$ cat src/rtl/sar_cdac_ctrl.sv
// rtl/sar_cdac_ctrl.sv - SAR ADC capacitive-DAC switch controller (optional SAR_CMP_TMO_EN comparator timeout)
module sar_cdac_ctrl #(
    parameter int NBIT       = 11,
    parameter int SAMPLE_CYC = 4,
    parameter int CMP_TMO    = 16
) (
    input  logic            CLK,
    input  logic            RST,
    input  logic            START,
    input  logic            CMP_RDY,
    input  logic            CMP_OUT,
    output logic            SMP,
    output logic            CMP_EN,
    output logic [NBIT-1:0] SW,
    output logic [NBIT-1:0] DOUT,
    output logic            DVALID,
    output logic            BUSY,
    output logic            ERR
);

    localparam int KW = $clog2(NBIT);

    localparam logic [2:0] S_IDLE   = 3'd0;
    localparam logic [2:0] S_SAMPLE = 3'd1;
    localparam logic [2:0] S_TRIAL  = 3'd2;
    localparam logic [2:0] S_WAIT   = 3'd3;
    localparam logic [2:0] S_DONE   = 3'd4;

    // Elaboration-time parameter range checks
    if (NBIT < 4 || NBIT > 16) begin : g_bad_nbit
        $error("sar_cdac_ctrl: NBIT must be 4..16");
    end
    if (SAMPLE_CYC < 1 || SAMPLE_CYC > 255) begin : g_bad_smp
        $error("sar_cdac_ctrl: SAMPLE_CYC must be 1..255");
    end
    if (CMP_TMO < 2 || CMP_TMO > 255) begin : g_bad_tmo
        $error("sar_cdac_ctrl: CMP_TMO must be 2..255");
    end

    logic [2:0]      state_q, state_d;
    logic [7:0]      cnt_q, cnt_d;
    logic [KW-1:0]   k_q, k_d;
    logic [NBIT-1:0] sw_q, sw_d;
    logic [NBIT-1:0] dout_q, dout_d;
    logic            smp_q, smp_d;
    logic            cmp_en_q, cmp_en_d;
    logic            dvalid_q, dvalid_d;
    logic            busy_q, busy_d;
    logic            timeout;

`ifdef SAR_CMP_TMO_EN
    logic [7:0] tmo_q, tmo_d;
    logic       err_q, err_d;

    // Timeout fires on the CMP_TMO-th WAIT cycle after the comparator trigger
    assign timeout = (tmo_q == 8'(CMP_TMO - 1));

    // Timeout counter runs only in WAIT; sticky error set on expiry, cleared by an accepted START
    always_comb begin
        tmo_d = (state_q == S_WAIT) ? tmo_q + 8'd1 : 8'd0;
        err_d = err_q;
        if (state_q == S_IDLE && START) begin
            err_d = 1'b0;
        end else if (state_q == S_WAIT && !CMP_RDY && timeout) begin
            err_d = 1'b1;
        end
    end

    // Timeout counter and error flag registers
    always_ff @(posedge CLK) begin
        if (RST) begin
            tmo_q <= 8'd0;
            err_q <= 1'b0;
        end else begin
            tmo_q <= tmo_d;
            err_q <= err_d;
        end
    end

    assign ERR = err_q;
`else
    assign timeout = 1'b0;
    assign ERR     = 1'b0;
`endif

    // Next-state and next-output decode; every output is registered from these
    always_comb begin
        state_d  = state_q;
        cnt_d    = cnt_q;
        k_d      = k_q;
        sw_d     = sw_q;
        dout_d   = dout_q;
        smp_d    = 1'b0;
        cmp_en_d = 1'b0;
        dvalid_d = 1'b0;
        case (state_q)
            S_IDLE: begin
                if (START) begin
                    state_d = S_SAMPLE;
                    sw_d    = '0;
                    cnt_d   = 8'd0;
                    smp_d   = 1'b1;
                end
            end
            S_SAMPLE: begin
                if (cnt_q == 8'(SAMPLE_CYC - 1)) begin
                    state_d        = S_TRIAL;
                    k_d            = KW'(NBIT - 1);
                    sw_d[NBIT-1]   = 1'b1;
                    cmp_en_d       = 1'b1;
                end else begin
                    cnt_d = cnt_q + 8'd1;
                    smp_d = 1'b1;
                end
            end
            S_TRIAL: begin
                state_d = S_WAIT;
            end
            S_WAIT: begin
                // A timeout resolves the bit as if the comparator said 0
                if (CMP_RDY || timeout) begin
                    sw_d[k_q] = CMP_RDY & CMP_OUT;
                    if (k_q == '0) begin
                        state_d = S_DONE;
                    end else begin
                        state_d               = S_TRIAL;
                        k_d                   = k_q - KW'(1);
                        sw_d[k_q - KW'(1)]    = 1'b1;
                        cmp_en_d              = 1'b1;
                    end
                end
            end
            S_DONE: begin
                state_d  = S_IDLE;
                dout_d   = sw_q;
                dvalid_d = 1'b1;
            end
            default: begin
                state_d = S_IDLE;
            end
        endcase
        busy_d = (state_d != S_IDLE);
    end

    // State and output registers with synchronous reset
    always_ff @(posedge CLK) begin
        if (RST) begin
            state_q  <= S_IDLE;
            cnt_q    <= 8'd0;
            k_q      <= '0;
            sw_q     <= '0;
            dout_q   <= '0;
            smp_q    <= 1'b0;
            cmp_en_q <= 1'b0;
            dvalid_q <= 1'b0;
            busy_q   <= 1'b0;
        end else begin
            state_q  <= state_d;
            cnt_q    <= cnt_d;
            k_q      <= k_d;
            sw_q     <= sw_d;
            dout_q   <= dout_d;
            smp_q    <= smp_d;
            cmp_en_q <= cmp_en_d;
            dvalid_q <= dvalid_d;
            busy_q   <= busy_d;
        end
    end

    assign SMP    = smp_q;
    assign CMP_EN = cmp_en_q;
    assign SW     = sw_q;
    assign DOUT   = dout_q;
    assign DVALID = dvalid_q;
    assign BUSY   = busy_q;

endmodule

$ cat config.mk
export PLATFORM = sky130hd
export DESIGN_NAME = sar_cdac_ctrl
export DESIGN_NICKNAME = d
export VERILOG_FILES = /design/src/rtl/sar_cdac_ctrl.sv
export SDC_FILE = /design/constraint.sdc
export NUM_CORES = 1
export LEC_CHECK = 0
export ABC_CLOCK_PERIOD_IN_PS = 2100
export BUFFER_PORTS_ARGS = -buffer_cell sky130_fd_sc_hd__buf_2
export CORE_UTILIZATION = 56
export CTS_CLUSTER_SIZE = 14
export DETAILED_ROUTE_END_ITERATION = 12
export PLACE_DENSITY = 0.8
export RECOVER_POWER = 100
export SLEW_MARGIN = 20
export SYNTH_ARGS = -nofsm -noshare
export SYNTH_HDL_FRONTEND = slang
export SYNTH_SLANG_ARGS = --single-unit
$ cat constraint.sdc
create_clock -name CLK -period 2.1 [get_ports CLK]
set_input_delay 0 -clock CLK [delete_from_list [all_inputs] [get_ports CLK]]
set_output_delay 0 -clock CLK [all_outputs]
set_load 0.05 [all_outputs]
==> results of run 1 <==
registers in the layout (all words and copies together) (netlist names):
| name | flops |
|---|---|
| DOUT | 11 |
| SW | 11 |
| cnt_q | 8 |
| k_q | 4 |
| state_q | 3 |
| BUSY | 1 |
| CMP_EN | 1 |
| DVALID | 1 |
| SMP | 1 |
cell usage after synthesis (all sizes together), types with 2 or more instances:
library cell and number:
a31oi 10, clkbuf 7, mux2i 4, a21oi 27
nand2b 4, nand4 3, buf 9, and2 3
nand2 37, inv 7, o21ai 12, a211oi 5
o32ai 2, dfxtp 41, nor3 7, nor2 21
and3 3, nor2b 5, or2 4, o22ai 3
o21a 2, nand3 16, xor2 6, ha 9
critical path, stage by stage, from the launching register on:
cell and delay [ns]:
sky130_fd_sc_hd__dfxtp_1 0.37, sky130_fd_sc_hd__ha_1 0.23, sky130_fd_sc_hd__nor4b_4 0.25, sky130_fd_sc_hd__nand2_1 0.17
sky130_fd_sc_hd__o21ai_0 0.53, sky130_fd_sc_hd__a22oi_1 0.19, sky130_fd_sc_hd__nor2_1 0.11
stage by stage:
step,setup WS [ns],hold WS (ns),instance area [sq um]
after floorplan,0.382,0.258,2150
after global placement,0.302,0.417,2300
after detailed placement,0.243,0.424,2300
after CTS,0.216,0.122,2390
after global routing,0.0168,0.165,2340
final,0.193,0.133,2340
power groups by stage:
stage | clock [uW] | sequential, uW | combinational, uW
6_report | 499 | 790 | 84.5
2_1_floorplan | 0 | 818 | 59.6
3_5_place_dp | 0 | 809 | 86.5
3_3_place_gp | 0 | 809 | 86.0
4_1_cts | 508 | 790 | 86.9
5_1_grt | 545 | 791 | 93.1
layout make-up:
cell class	instances	area, sq um	share of cell area
sequential	41	821	0.350
multi-input combinational	196	1200	0.514
inverter	7	26.3	0.0112
timing repair buffer	34	144	0.0614
tap	48	60.1	0.0256
clock buffer	5	68.8	0.0294
clock inverter	3	17.5	0.00748
kinds of logic after synthesis:
| kind of cell | after synthesis | share of synthesized area |
|---|---|---|
| compound gates | 68 | 0.205 |
| xor+xnor | 6 | 0.0245 |
| fa+ha+maj | 9 | 0.0524 |
| buf+inv | 23 | 0.0519 |
| flops | 41 | 0.382 |
| mux | 4 | 0.0186 |
| other cells | 1 | 0.00175 |
| simple gates | 108 | 0.264 |
routing by layer:
metal | up-vias | wire length, microns
met3 | 10 | 244
met4 | 0 | 80
met2 | 61 | 2260
li1 | 960 | -
met1 | 891 | 2230
met5 | - | 0
worst paths after layout:
path,endpoint,startpoint,slack [ns]
setup / recovery,cnt_q[1],cnt_q[0],0.19
hold / removal,SW[10],START,0.13
setup reg to reg,cnt_q[1],cnt_q[0],0.19
hold reg to reg,DOUT[9],DOUT[9],0.46
==> PnR_summary.wiki, run 1 <==
{| class="wikitable"
! Metric !! Value
|-
| PD cells || 587 nW/um^2
|-
| Synthesized netlist cell count || 260
|-
| Switching component of the power || roughly 340 uW
|-
| Most common cell after layout, fill and taps aside || sky130_fd_sc_hd__dfxtp_1
|-
| Final core utilization || 0.640
|-
| Type of the most critical hold path || in -> reg
|-
| Fraction of registers with async set or reset after synthesis || 0
|-
| Most used DFF post-synth || sky130_fd_sc_hd__dfxtp_1
|-
| Clock tree from TritonCTS || built
|-
| Internal cell power || 1030 uW
|-
| Largest net degree at the start of global routing || 37
|-
| Total clock buffers created by CTS || 5
|-
| Root buf cell || sky130_fd_sc_hd__clkbuf_8
|-
| Post-synthesis area per instance || ~8.3 sq um
|-
| Hold Fails Final Rpt || 0
|-
| Number of DRC violations after detailed routing || 0
|-
| IO Port Bufs || 30
|-
| Via density per instance || 5.75
|-
| Synth area leaders || sky130_fd_sc_hd__dfxtp_1 (38%), sky130_fd_sc_hd__a21oi_1 (6.3%), sky130_fd_sc_hd__nand2_1 (6.1%)
|-
| Std-Cell Core Area || 3660 sq um
|-
| Total power consumption of the routed design || around 1400 uW
|-
| Placed cell count || roughly 330
|-
| Remaining global-route overflow || 0
|-
| Kind of critical path || reg -> reg
|-
| Met3 Resource Use GR || 0.0571
|-
| Drt first pass iters || 4
|-
| Data required time of the critical path || 2.33 ns
|-
| Antenna violation net count after detailed routing || 0
|-
| Unrepaired setup endpoints after global routing || false
|-
| Vertical die dimension || 63.9 microns
|-
| Total of max-cap violations || 0
|-
| Post-synth design cell area || 2150 sq um
|-
| Quantity of gates resized following cts || 0
|-
| DR iter-0 viols || 183
|-
| Hold Path Depth || 4
|-
| Number of rows created at floorplan || 22
|-
| Sw frac || 0.247
|-
| Number of nets in the layout || 299
|-
| Effective utilization at floorplan || 0.586
|-
| Clock Skew || roughly 0.0026 ns
|-
| Slew @ Worst Pin || 0.670 ns
|-
| Final RePlAce weighted congestion || between 0.9 and 1
|-
| Number of distinct standard cells referenced by the synthesized netlist || just over 50
|-
| Total number of yosys warnings || 0
|-
| Top library cells by usage in the layout, fill and taps aside || sky130_fd_sc_hd__dfxtp_1 (41), sky130_fd_sc_hd__nand2_1 (36), sky130_fd_sc_hd__a21oi_1 (27), sky130_fd_sc_hd__clkbuf_1 (27), sky130_fd_sc_hd__nor2_1 (18)
|-
| Die Area || 4090 sq um
|-
| Average wire per cell in the routed design || between 10 and 15 microns
|-
| Period utilisation layout || 0.908
|-
| Clk Latency, worst-skew pair || 0.29 ns
|-
| Portion of total power attributed to sequential cells || 0.575
|-
| Share of total power in combinational logic || 0.062
|-
| Hold buffers post-CTS || 0
|-
| First-pass GRT wire length || 8310 microns
|-
| Final-report setup violation count || 0
|-
| Via count of the first global-routing pass || approximately 1800
|-
| Post-synth top area share || 0.382
|-
| Worst EP arrival || 2.13 ns
|-
| Leak pwr || 0.000811 uW
|-
| Number of standard cells in the layout, taps in and fillers out || around 330
|-
| Layout Area Growth over Synthesis || 9.09%
|-
| Clock slew at reported path FFs || around 0.08 ns
|-
| Sequential area share after synthesis || 0.382
|-
| Register bit total from synthesis || 41
|-
| Normalized max-slew margin || 0.553
|-
| Horizontal die dimension || 63.9 microns
|-
| Number of synthesized flops with an enable pin || 0
|-
| Ports || 32
|-
| Post-CTS setup buffer count || 0
|-
| Startpoint class of the critical path || flip-flop
|-
| DP HPWL || between 3000 and 4000 microns
|-
| Antenna violations before repair || 0
|-
| Max Transition Viols Final || 0
|-
| Run status || completed
|-
| Total number of H-tree levels || 2
|-
| Clock network power share || 0.363
|-
| Ratio of cells with drive above 1 in the final layout || 0.101
|-
| Detailed-route wire length || 4810 microns
|-
| Post-route setup TNS || 0 ns
|-
| Synth area leader || sky130_fd_sc_hd__dfxtp_1
|-
| Buffer levels on the longest clock path || 2
|-
| Max Fanout on Critical Path || 5
|-
| Global router's overall resource usage || 0.259
|-
| Worst reg-to-reg path cell count || 6
|-
| Global-route met1 utilization || 0.339
|-
| Sinks on the clock net || 41
|-
| Filler Cells Inserted || ~330
|-
| Post-layout min period || roughly 1.9 ns
|-
| Met2 track utilization from global routing || 0.411
|-
| Fmax || 524 MHz
|-
| Number of diodes added for antenna fixing || 0
|-
| Sort of element at the end of the critical path || flip-flop
|-
| Peak VDD IR || slightly below 0.0003 V
|-
| Top Usage Layer GRT || met2
|-
| Number of nets in the synthesized netlist || 274
|-
| Total number of vias || 1922
|}
Note: power is estimated with default switching activity, not from simulation.
==> run 2, diff against run 1 <==
--- a/config.mk
+++ b/config.mk
@@ -7,8 +7,8 @@
 export LEC_CHECK = 0
-export ABC_CLOCK_PERIOD_IN_PS = 2100
+export ABC_CLOCK_PERIOD_IN_PS = 2200
 export BUFFER_PORTS_ARGS = -buffer_cell sky130_fd_sc_hd__buf_2
-export CORE_UTILIZATION = 56
+export CORE_UTILIZATION = 61
 export CTS_CLUSTER_SIZE = 14
 export DETAILED_ROUTE_END_ITERATION = 12
-export PLACE_DENSITY = 0.8
+export PLACE_DENSITY = 0.86
 export RECOVER_POWER = 100
==> constraint.sdc (replaced) <==
create_clock -name CLK -period 2.2 [get_ports CLK]
set_input_delay 0.55 -clock CLK [delete_from_list [all_inputs] [get_ports CLK]]
set_output_delay 0.55 -clock CLK [all_outputs]
set_load 0.05 [all_outputs]
==> PnR_summary.wiki, run 2 (synthesis results as in run 1) <==
{| class="wikitable"
! Metric !! Value
|-
| Run status || completed
|-
| Clock slew at reported path FFs || 0.13 ns
|-
| Post-layout min period || 1.97 ns
|-
| Portion of total power attributed to sequential cells || 0.604
|-
| Ratio of cells with drive above 1 in the final layout || 0.102
|-
| Max Fanout on Critical Path || 9
|-
| Post-CTS setup buffer count || 0
|-
| Sinks on the clock net || 41
|-
| Final-report setup violation count || 0
|-
| Max Transition Viols Final || 0
|-
| Vertical die dimension || 61.3 microns
|-
| Cell chain of the critical path || inv_1 -> ha_1 -> and2_0 -> a21oi_1 -> o32ai_1 -> a211oi_1 -> nor3_1
|-
| Top library cells by usage in the layout, fill and taps aside || sky130_fd_sc_hd__dfxtp_1 (41), sky130_fd_sc_hd__nand2_1 (35), sky130_fd_sc_hd__a21oi_1 (27)
|-
| Horizontal die dimension || between 60 and 70 microns
|-
| First-pass GRT wire length || 7580 microns
|-
| Clk Latency, worst-skew pair || 0.35 ns
|-
| Number of DRC violations after detailed routing || 0
|-
| Detailed-route wire length || roughly 4900 microns
|-
| Root buf cell || sky130_fd_sc_hd__clkbuf_4
|-
| Global router's overall resource usage || 0.277
|-
| PD cells || 545 nW/um^2
|-
| Ports || 32
|-
| Internal cell power || 928 uW
|-
| Number of rows created at floorplan || 21
|-
| Most common cell after layout, fill and taps aside || sky130_fd_sc_hd__dfxtp_1
|-
| Post-route setup TNS || 0 ns
|-
| Slew @ Worst Pin || 0.622 ns
|-
| Post-route design area || ~2300 sq um
|-
| DP HPWL || 3550 microns
|-
| Number of nets in the layout || slightly below 300
|-
| Kind of critical path || reg -> reg
|-
| Setup slack after layout || between 0.2 and 0.25 ns
|-
| Quantity of gates resized following cts || 0
|-
| Dpl cell area || 2280 sq um
|-
| Antenna violation net count after detailed routing || 0
|-
| Leak pwr || 0.000796 uW
|-
| Normalized max-slew margin || 0.587
|-
| Peak VDD IR || 0.000266 V
|-
| Via density per instance || 5.85
|-
| Final RePlAce weighted congestion || roughly 1.0
|-
| Antenna violations before repair || 0
|-
| Share of total power in combinational logic || 0.066
|-
| Remaining global-route overflow || 0
|-
| Std-Cell Core Area || 3360 sq um
|-
| Effective utilization at floorplan || 0.638
|-
| Fmax || 508 MHz
|-
| Hold Fails Final Rpt || 0
|-
| Average wire per cell in the routed design || 14.8 microns
|-
| FF+latch area || 821 sq um
|-
| Die Area || 3760 sq um
|-
| Type of the most critical hold path || reg -> reg
|-
| Buffer levels on the longest clock path || 2
|-
| Total of max-cap violations || 0
|-
| Clock tree from TritonCTS || built
|-
| Via count of the first global-routing pass || 1582
|-
| Total clock buffers created by CTS || 5
|-
| Period utilisation layout || 0.894
|-
| Sort of element at the end of the critical path || flip-flop
|-
| Worst EP arrival || 2.23 ns
|-
| Total number of vias || about 1900
|-
| IO Port Bufs || 30
|-
| Filler Cells Inserted || 325
|-
| Critical path's largest stage delay || 0.51 ns
|-
| Sw frac || 0.260
|-
| Data required time of the critical path || 2.46 ns
|-
| Layout Area Growth over Synthesis || 7.17%
|-
| Largest net degree at the start of global routing || 17
|-
| DR iter-0 viols || 165
|-
| Number of standard cells in the layout, taps in and fillers out || 330
|-
| Placement Setup Slack || 0.250 ns
|-
| Hold buffers post-CTS || 0
|-
| Number of diodes added for antenna fixing || 0
|-
| Placed cell count || 322
|-
| Startpoint class of the critical path || flip-flop
|-
| Switching component of the power || ~330 uW
|-
| Drt first pass iters || 5
|-
| Unrepaired setup endpoints after global routing || false
|-
| Total number of H-tree levels || 2
|-
| Clock Skew || 0.00882 ns
|-
| Final core utilization || 0.684
|-
| Area taken by multi-input logic gates || 1200 sq um
|-
| Highest-delay cell along the critical path || sky130_fd_sc_hd__dfxtp_1
|-
| Clock network power share || 0.331
|}
run 2: cell types whose count changed in the layout (fill, tap and decap cells not counted), sizes merged:
cell / delta
clkinvlp: -1
buf: -1
run 2: worst max-delay path, delay by kind of cell (launching register included):
family | cells | cell delay, ns
fa+ha+maj | 1 | 0.30
compound gates | 3 | 0.66
simple gates | 2 | 0.25
flops | 1 | 0.51
buf+inv | 1 | 0.16
run 2: area by class of cell:
class	instances	area share
clock inverter	2	0.00598
timing repair buffer	32	0.0576
sequential	41	0.357
multi-input combinational	196	0.521
clock buffer	6	0.0223
inverter	7	0.0114
tap	46	0.0250
run 2: worst paths after layout:
| path | startpoint | endpoint | slack, ns | depth (start not counted) |
|---|---|---|---|---|
| worst min register to register | DOUT[7] | DOUT[7] | 0.46 | 2 |
| worst max-delay path | k_q[0] | SW[0] | 0.23 | 7 |
| worst max register to register | k_q[0] | SW[0] | 0.23 | 7 |
| worst min-delay path | DOUT[7] | DOUT[7] | 0.46 | 2 |
run 2: power by group through the flow:
stage | registers (uW) | clock network (uW) | logic, uW
2_1_floorplan | 781 | 0 | 56.9
3_3_place_gp | 773 | 0 | 81.8
3_5_place_dp | 773 | 0 | 82.8
4_1_cts | 757 | 422 | 83.5
5_1_grt | 759 | 454 | 88.0
6_report | 757 | 415 | 82.7
run 2: routing by layer:
| layer | wire length [microns] | vias up | GRT usage |
|---|---|---|---|
| met2 | 2310 | 56 | 0.438 |
| met4 | 76 | 0 | 0.0877 |
| met3 | 208 | 10 | 0.0714 |
| li1 | - | 954 | - |
| met5 | 0 | - | 0 |
| met1 | 2300 | 909 | 0.369 |
run 2: through the flow:
stage	hold WS, ns	total power [uW]
after floorplan	0.481	838
after global placement	0.440	855
after detailed placement	0.444	856
after CTS	0.461	1260
after global routing	0.480	1300
final	0.462	1250
